==> config.mk <==
export PLATFORM = sky130hd
export DESIGN_NAME = instruction_fetch_stage_flat
export DESIGN_NICKNAME = d
export VERILOG_FILES = /design/src/rtl/fetch_pkg.sv /design/src/rtl/instruction_fetch_stage_if.sv /design/src/rtl/fetch_hold_buffer.sv /design/src/rtl/instruction_fetch_stage.sv /design/src/flat_wrapper.sv
export SDC_FILE = /design/constraint.sdc
export NUM_CORES = 1
export LEC_CHECK = 0
export CORE_ASPECT_RATIO = 1.75
export CORE_UTILIZATION = 53
export DETAILED_ROUTE_END_ITERATION = 8
export PLACE_DENSITY = 0.85
export SYNTH_ARGS = -nofsm -noshare
export SYNTH_HDL_FRONTEND = slang
export SYNTH_SLANG_ARGS = --single-unit
==> constraint.sdc <==
create_clock -name clk -period 3.3 [get_ports clk]
set_input_delay 0.66 -clock clk [delete_from_list [all_inputs] [get_ports clk]]
set_output_delay 0.66 -clock clk [all_outputs]
set_load 0.03 [all_outputs]
==> src/rtl/fetch_pkg.sv <==
// Shared types and constants for the instruction fetch stage.
package fetch_pkg;

   // IDLE: one cycle after reset. FETCH: request on the bus.
   // HOLD: a response is parked while decode is stalled.
   typedef enum logic [1:0] {
      IDLE  = 2'd0,
      FETCH = 2'd1,
      HOLD  = 2'd2
   } fetch_state_t;

   localparam logic [31:0] NOP_INSTR        = 32'h0000_0000;
   localparam logic [31:0] DEFAULT_RESET_PC = 32'h0000_0000;

endpackage

==> src/rtl/instruction_fetch_stage_if.sv <==
// Instruction memory bus between the fetch stage (master) and memory (slave).
//
// Handshake: the master raises imemReqOutput with imemAddrOutput and keeps
// both stable until the slave returns imemReadyInput=1. imemDataInput is
// valid only in that ready cycle, and that cycle completes the request.
// Ready while req=0 is ignored. A request may be abandoned at any time by
// reset, so the slave must not rely on seeing every request completed.
interface instruction_fetch_stage_if #(
   parameter int ADDR_W = 32
) ();
   logic              imemReqOutput;
   logic [ADDR_W-1:0] imemAddrOutput;
   logic              imemReadyInput;
   logic [31:0]       imemDataInput;

   modport master (
      output imemReqOutput, imemAddrOutput,
      input  imemReadyInput, imemDataInput
   );

   modport slave (
      input  imemReqOutput, imemAddrOutput,
      output imemReadyInput, imemDataInput
   );
endinterface

==> src/rtl/fetch_hold_buffer.sv <==
// One-entry buffer holding {instr, pc4} for a response that arrived while
// decode was stalled. load wins over drop.
module fetch_hold_buffer
   import fetch_pkg::*;
#(
   parameter int ADDR_W = 32
) (
   input  logic              clk,
   input  logic              reset,
   input  logic              load,
   input  logic              drop,
   input  logic [31:0]       instr_in,
   input  logic [ADDR_W-1:0] pc4_in,
   output logic              valid,
   output logic [31:0]       instr,
   output logic [ADDR_W-1:0] pc4
);

   // Capture a parked response, or empty the entry once it is consumed or killed.
   always_ff @(posedge clk or negedge reset) begin
      if (!reset) begin
         valid <= 1'b0;
         instr <= NOP_INSTR;
         pc4   <= '0;
      end else if (load) begin
         valid <= 1'b1;
         instr <= instr_in;
         pc4   <= pc4_in;
      end else if (drop) begin
         valid <= 1'b0;
      end
   end

endmodule

==> src/rtl/instruction_fetch_stage.sv <==
// Instruction fetch stage: PC, imem request sequencing, redirect selection
// and the IF/ID pipeline register.
// Optional build macro FETCH_PERF_COUNTERS_EN adds fetch/stall counters.
module instruction_fetch_stage
   import fetch_pkg::*;
#(
   parameter int              ADDR_W   = 32,
   parameter logic [ADDR_W-1:0] RESET_PC = ADDR_W'(DEFAULT_RESET_PC)
) (
   input  logic                       clk,
   input  logic                       reset,
   instruction_fetch_stage_if.master  imem,
   input  logic                       jumpInput,
   input  logic [ADDR_W-1:0]          pcJumpInput,
   input  logic                       branchTakenInput,
   input  logic [ADDR_W-1:0]          pcBranchInput,
   input  logic                       stallInput,
   input  logic                       flushInput,
   output logic [31:0]                instructionOutput,
   output logic [ADDR_W-1:0]          pc4Output,
   output logic                       validOutput,
`ifdef FETCH_PERF_COUNTERS_EN
   output logic [31:0]                fetchCountOutput,
   output logic [31:0]                stallCycleCountOutput,
`endif
   output fetch_state_t               stateOutput
);

   fetch_state_t      state;
   logic              req_q;
   logic              killed;
   logic [ADDR_W-1:0] pc;
   logic [ADDR_W-1:0] addr_reg;
   logic [31:0]       instr_q;
   logic [ADDR_W-1:0] pc4_q;
   logic              valid_q;

   logic              redirect;
   logic [ADDR_W-1:0] target;
   logic [ADDR_W-1:0] seq_pc;
   logic              take_rsp;
   logic              buf_load;
   logic              buf_drop;
   logic              buf_valid;
   logic [31:0]       buf_instr;
   logic [ADDR_W-1:0] buf_pc4;

   // A taken branch always redirects; a jump only when decode is not stalled,
   // because a stalled decode presents the jump again later.
   assign redirect = branchTakenInput | (jumpInput & ~stallInput);
   assign target   = branchTakenInput ? pcBranchInput : pcJumpInput;
   assign seq_pc   = addr_reg + ADDR_W'(4);

   // A response that is kept: not from a killed request and not overtaken by
   // a redirect in the same cycle.
   assign take_rsp = (state == FETCH) & imem.imemReadyInput & ~killed & ~redirect;
   assign buf_load = take_rsp & stallInput;
   assign buf_drop = (state == HOLD) & (redirect | ~stallInput);

   fetch_hold_buffer #(.ADDR_W(ADDR_W)) u_hold (
      .clk      (clk),
      .reset    (reset),
      .load     (buf_load),
      .drop     (buf_drop),
      .instr_in (imem.imemDataInput),
      .pc4_in   (seq_pc),
      .valid    (buf_valid),
      .instr    (buf_instr),
      .pc4      (buf_pc4)
   );

   // Fetch FSM, PC/address registers and IF/ID register. Flush is applied
   // first so that a same-cycle load of a new instruction overrides it.
   always_ff @(posedge clk or negedge reset) begin
      if (!reset) begin
         state    <= IDLE;
         req_q    <= 1'b0;
         killed   <= 1'b0;
         pc       <= RESET_PC;
         addr_reg <= RESET_PC;
         instr_q  <= NOP_INSTR;
         pc4_q    <= '0;
         valid_q  <= 1'b0;
      end else begin
         if (flushInput) begin
            instr_q <= NOP_INSTR;
            valid_q <= 1'b0;
         end
         case (state)
            IDLE: begin
               state <= FETCH;
               req_q <= 1'b1;
               if (redirect) begin
                  pc       <= target;
                  addr_reg <= target;
                  instr_q  <= NOP_INSTR;
                  valid_q  <= 1'b0;
               end
            end
            FETCH: begin
               if (redirect) begin
                  pc      <= target;
                  instr_q <= NOP_INSTR;
                  valid_q <= 1'b0;
                  if (imem.imemReadyInput) begin
                     addr_reg <= target;
                     killed   <= 1'b0;
                  end else begin
                     killed <= 1'b1;
                  end
               end else if (imem.imemReadyInput && killed) begin
                  addr_reg <= pc;
                  killed   <= 1'b0;
                  if (!stallInput) begin
                     instr_q <= NOP_INSTR;
                     valid_q <= 1'b0;
                  end
               end else if (take_rsp && stallInput) begin
                  state <= HOLD;
                  req_q <= 1'b0;
               end else if (take_rsp) begin
                  instr_q  <= imem.imemDataInput;
                  pc4_q    <= seq_pc;
                  valid_q  <= 1'b1;
                  pc       <= seq_pc;
                  addr_reg <= seq_pc;
               end else if (!stallInput) begin
                  instr_q <= NOP_INSTR;
                  valid_q <= 1'b0;
               end
            end
            HOLD: begin
               if (redirect) begin
                  pc       <= target;
                  addr_reg <= target;
                  state    <= FETCH;
                  req_q    <= 1'b1;
                  instr_q  <= NOP_INSTR;
                  valid_q  <= 1'b0;
               end else if (!stallInput) begin
                  instr_q  <= buf_instr;
                  pc4_q    <= buf_pc4;
                  valid_q  <= buf_valid;
                  pc       <= seq_pc;
                  addr_reg <= seq_pc;
                  state    <= FETCH;
                  req_q    <= 1'b1;
               end
            end
            default: begin
               state <= IDLE;
               req_q <= 1'b0;
            end
         endcase
      end
   end

   assign imem.imemReqOutput  = req_q;
   assign imem.imemAddrOutput = addr_reg;
   assign instructionOutput   = instr_q;
   assign pc4Output           = pc4_q;
   assign validOutput         = valid_q;
   assign stateOutput         = state;

`ifdef FETCH_PERF_COUNTERS_EN
   logic [31:0] fetch_cnt;
   logic [31:0] stall_cnt;

   // Count kept responses and stalled cycles; both wrap at 2^32.
   always_ff @(posedge clk or negedge reset) begin
      if (!reset) begin
         fetch_cnt <= '0;
         stall_cnt <= '0;
      end else begin
         if (take_rsp) fetch_cnt <= fetch_cnt + 32'd1;
         if (stallInput) stall_cnt <= stall_cnt + 32'd1;
      end
   end

   assign fetchCountOutput      = fetch_cnt;
   assign stallCycleCountOutput = stall_cnt;
`else
   // Counter-free build: no extra state or outputs.
`endif

endmodule

==> src/flat_wrapper.sv <==
// flat-port wrapper written by rule: the top's interface ports become plain ports
module instruction_fetch_stage_flat import fetch_pkg::*;
#(
   parameter int              ADDR_W   = 32,
   parameter logic [ADDR_W-1:0] RESET_PC = ADDR_W'(DEFAULT_RESET_PC)
)
  (clk, reset, jumpInput, pcJumpInput, branchTakenInput, pcBranchInput, stallInput, flushInput, instructionOutput, pc4Output, validOutput, stateOutput, imem_imemReqOutput, imem_imemAddrOutput, imem_imemReadyInput, imem_imemDataInput);
  instruction_fetch_stage_if #(.ADDR_W(ADDR_W)) imem_i ();
  input  logic clk;
  input  logic reset;
  input  logic jumpInput;
  input  logic [ADDR_W-1:0] pcJumpInput;
  input  logic branchTakenInput;
  input  logic [ADDR_W-1:0] pcBranchInput;
  input  logic stallInput;
  input  logic flushInput;
  output logic [31:0] instructionOutput;
  output logic [ADDR_W-1:0] pc4Output;
  output logic validOutput;
  output fetch_state_t stateOutput;
  output wire logic [$bits(imem_i.imemReqOutput)-1:0] imem_imemReqOutput;
  output wire logic [$bits(imem_i.imemAddrOutput)-1:0] imem_imemAddrOutput;
  input wire logic [$bits(imem_i.imemReadyInput)-1:0] imem_imemReadyInput;
  input wire logic [$bits(imem_i.imemDataInput)-1:0] imem_imemDataInput;
  assign imem_imemReqOutput = imem_i.imemReqOutput;
  assign imem_imemAddrOutput = imem_i.imemAddrOutput;
  assign imem_i.imemReadyInput = imem_imemReadyInput;
  assign imem_i.imemDataInput = imem_imemDataInput;
  instruction_fetch_stage #(.ADDR_W(ADDR_W), .RESET_PC(RESET_PC)) u_core (.clk(clk), .reset(reset), .imem(imem_i), .jumpInput(jumpInput), .pcJumpInput(pcJumpInput), .branchTakenInput(branchTakenInput), .pcBranchInput(pcBranchInput), .stallInput(stallInput), .flushInput(flushInput), .instructionOutput(instructionOutput), .pc4Output(pc4Output), .validOutput(validOutput), .stateOutput(stateOutput));
endmodule
==> impl_metrics.py <==
metrics = {
    "worst_setup_path": {
        "crit_path_max_fanout": 7,
        "crit_chain": "clkdlybuf4s50_1, nand2b_1, nand2_1, nor3_1, a221o_1, a21oi_1, a21oi_1",
        "max_stage_delay_ns": 1.06,
        "critPathBufInv": 1,
        "endpoint_kind": "flop",
        "crit_type": "input pin to flop",
        "critPathRequiredTime_ns": 3.68,
        "critPathSlowestCell": "nor3_1",
        "worst-path-stages": 7,
        "critPathLaunchType": "input pin",
        "critPathArrivalTime_ns": 3.15,
        "worst_r2r_path_depth": 7,
        "critPathMostFrequentCell": "a21oi_1",
        "crit_family": "simple AND/OR/NAND/NOR gates",
    },
    "clocking": {
        "clock_latency_ns": 0.45,
        "postCtsResizedCells": 0,
        "htreeDepth": 4,
        "cts_buffer_depth": 2,
        "clockRootBuffer": "clkbuf_16",
        "path_clk_slew_ns": 0.07,
        "post-cts-setup-buffers": 0,
        "ctsHoldBuffers": 0,
        "cts_tree": "built",
        "clock-sinks": 198,
        "cts_made_buffers": 17,
    },
    "cells_and_area": {
        "drive_gt1_share_pct": 8.04,
        "area_growth_syn_to_layout_pct": 29.0,
        "fillers": 1514,
        "antenna-diode-count": 0,
        "nets": 1514,
    },
    "place": {
        "dp_hpwl_mm": 22.8,
        "io_buffers": 202,
        "gp_congestion": 0.978,
    },
    "pwr": {
        "max-vdd-ir-drop_mv": 0.562,
        "power.density_nw_per_um2": 916,
        "p_leak_nw": 5.80,
        "total_power_w": 0.0124,
    },
    "routing": {
        "drc": 0,
        "wl_per_cell_um": 19.2,
        "routed_wl_mm": 31.8,
        "drtPass1Iterations": 7,
        "vias": 10062,
        "viasPerCell": 6.07,
        "ant_nets": 0,
        "drt_iter0_markers": 592,
    },
    "logic_synthesis": {
        "avgSynthCellArea_um2": 8.53,
        "synth-edff-count": 0,
        "async_reset_ff_share_pct": 100,
        "synth_nets": 1339,
        "seq_area_frac_synth_pct": 47.2,
        "synth_most_common_cell": "nand2_1",
        "synth_commonest_cells": "nand2_1 (296), dfrtp_1 (198), o21ai_0 (151)",
        "synth_largest_area_cell": "dfrtp_1",
        "ys_seq_elements": 198,
        "synth_top_cells_by_area": "dfrtp_1 (47%), nand2_1 (11%), o21ai_0 (7.2%)",
        "yosysUniqueCellTypes": 64,
        "synth_top_area_share_pct": 47.2,
        "syn_area_um2": 10500,
        "ys_warn_count": 0,
        "synthCells": 1230,
        "synthFlopType": "dfrtp_1",
    },
    "global_routing": {
        "top_usage_layer": "met2",
        "antenna_found_initial": 0,
        "grt.total_usage_pct": 32.6,
        "grt_max_degree": 72,
        "grt-ovfl-total": 0,
        "grt_pass1_vias": 10033,
        "grt_pass1_wl_mm": 51.1,
        "met1_usage_pct": 37.5,
        "use_met3_pct": 6.53,
        "grt_use_met2_pct": 54.4,
    },
    "sta": {
        "drv_slew": 0,
        "skew_ns": 0.0123,
        "finalSetupViolCount": 0,
        "finalSetupTns_ns": 0,
        "worst_slew_pin_slew_ns": 1.33,
        "period_minus_slack_ns": 2.77,
        "period_share_pct": 84.0,
        "hold_violations": 0,
        "fmax_mhz": 361,
        "max_slew_margin_pct": 10.5,
        "rsz0062_at_grt": "no",
    },
    "floorplanning": {
        "start_util_pct": 54.4,
        "rows": 67,
        "die_h_um": 188,
        "core_um2": 19300,
        "io_pins": 203,
        "die_x_um": 108,
        "dieArea_um2": 20400,
    },
    "hold_path": {
        "hold_path_class": "input pin to asynchronous set/reset pin",
    },
    "run": {
        "maxCapViolations": 0,
    },
    "run_status": {
        "outcome": "complete, no violations",
    },
}
metal layers:
metal / routed length, um / up-vias
met5: 0 / -
met4: 1980 / 0
met3: 2320 / 126
met2: 16100 / 509
met1: 11400 / 4773
li1: - / 4654
stage by stage:
step | utilization [%] | hold slack [ns] | cells | area (um2) | setup WS [ns]
final | 70.2 | 0.227 | 1659 | 13500 | 0.527
after CTS | 70.2 | 0.248 | 1659 | 13500 | 0.599
after global routing | 70.2 | 0.265 | 1659 | 13500 | 0.335
after floorplan | - | 0.364 | 1230 | 10500 | 0.720
after global placement | 67.0 | 0.456 | 1627 | 12900 | 0.230
after detailed placement | 67.0 | 0.462 | 1627 | 12900 | 0.153
final timing paths:
kind,startpoint,end,slack [ns]
max in group asynchronous,reset,u_core.instructionOutput[23],2.34
worst min-delay path,reset,u_core.u_hold.instr[5],0.23
min in group clk,u_core.u_hold.pc4[30],u_core.u_hold.pc4[30],0.48
worst max-delay path,stallInput,u_core.imem.imemAddrOutput[18],0.53
worst max register to register,u_core.stateOutput[0],u_core.imem.imemAddrOutput[23],0.54
worst min register to register,u_core.u_hold.pc4[30],u_core.u_hold.pc4[30],0.48
cell type report:
type,instances,area (um2),area share (%)
Tap cell,241,302,2.23
Clock buffer,20,457,3.37
Clock inverter,12,166,1.23
Timing Repair Buffer,249,2460,18.2
Sequential cell,198,4950,36.6
Multi-Input combinational cell,917,5110,37.8
Inverter,22,82.6,0.610
power breakdown:
part,internal (W),switching [W],leakage [nW]
sequential,0.00342,0.000825,2.55
clock,0.00125,0.000965,0.304
combinational,0.00230,0.00365,2.95
cells in the final DEF (no fill, tap or decap), types with 22 or more instances in the layout:
cell | netlist | final
nand2_1 | 296 | 295
clkdlybuf4s50_1 | 0 | 200
dfrtp_1 | 198 | 198
o21ai_0 | 151 | 151
nor2_1 | 86 | 84
a21oi_1 | 61 | 60
buf_4 | 2 | 40
mux2i_1 | 37 | 37
a22oi_1 | 32 | 32
nor3_1 | 25 | 25
xnor2_1 | 23 | 23
inv_1 | 22 | 22
cells by family (layout without fill, tap and decap cells):
family | Yosys count | count (layout) | share of synthesized area, %
buffers and inverters | 115 | 303 | 4.35
muxes | 51 | 51 | 5.03
xor gates and xnor gates | 29 | 29 | 2.42
DFF | 198 | 198 | 47.2
and+or+nand+nor | 486 | 486 | 20.0
AOI/OAI and AO/OA | 345 | 345 | 20.3
adders and majority gates | 6 | 6 | 0.715
sequential cells by signal, summed over array words and instances, names as in the netlist:
signal                      cells
u_core.imem.imemAddrOutput     32
u_core.killed                   1
u_core.instructionOutput       32
u_core.pc4Output               32
u_core.u_hold.valid             1
u_core.stateOutput              2
u_core.validOutput              1
u_core.u_hold.instr            32
u_core.imem.imemReqOutput       1
u_core.pc                      32
u_core.u_hold.pc4              32
(Power assumes the default switching activity.)
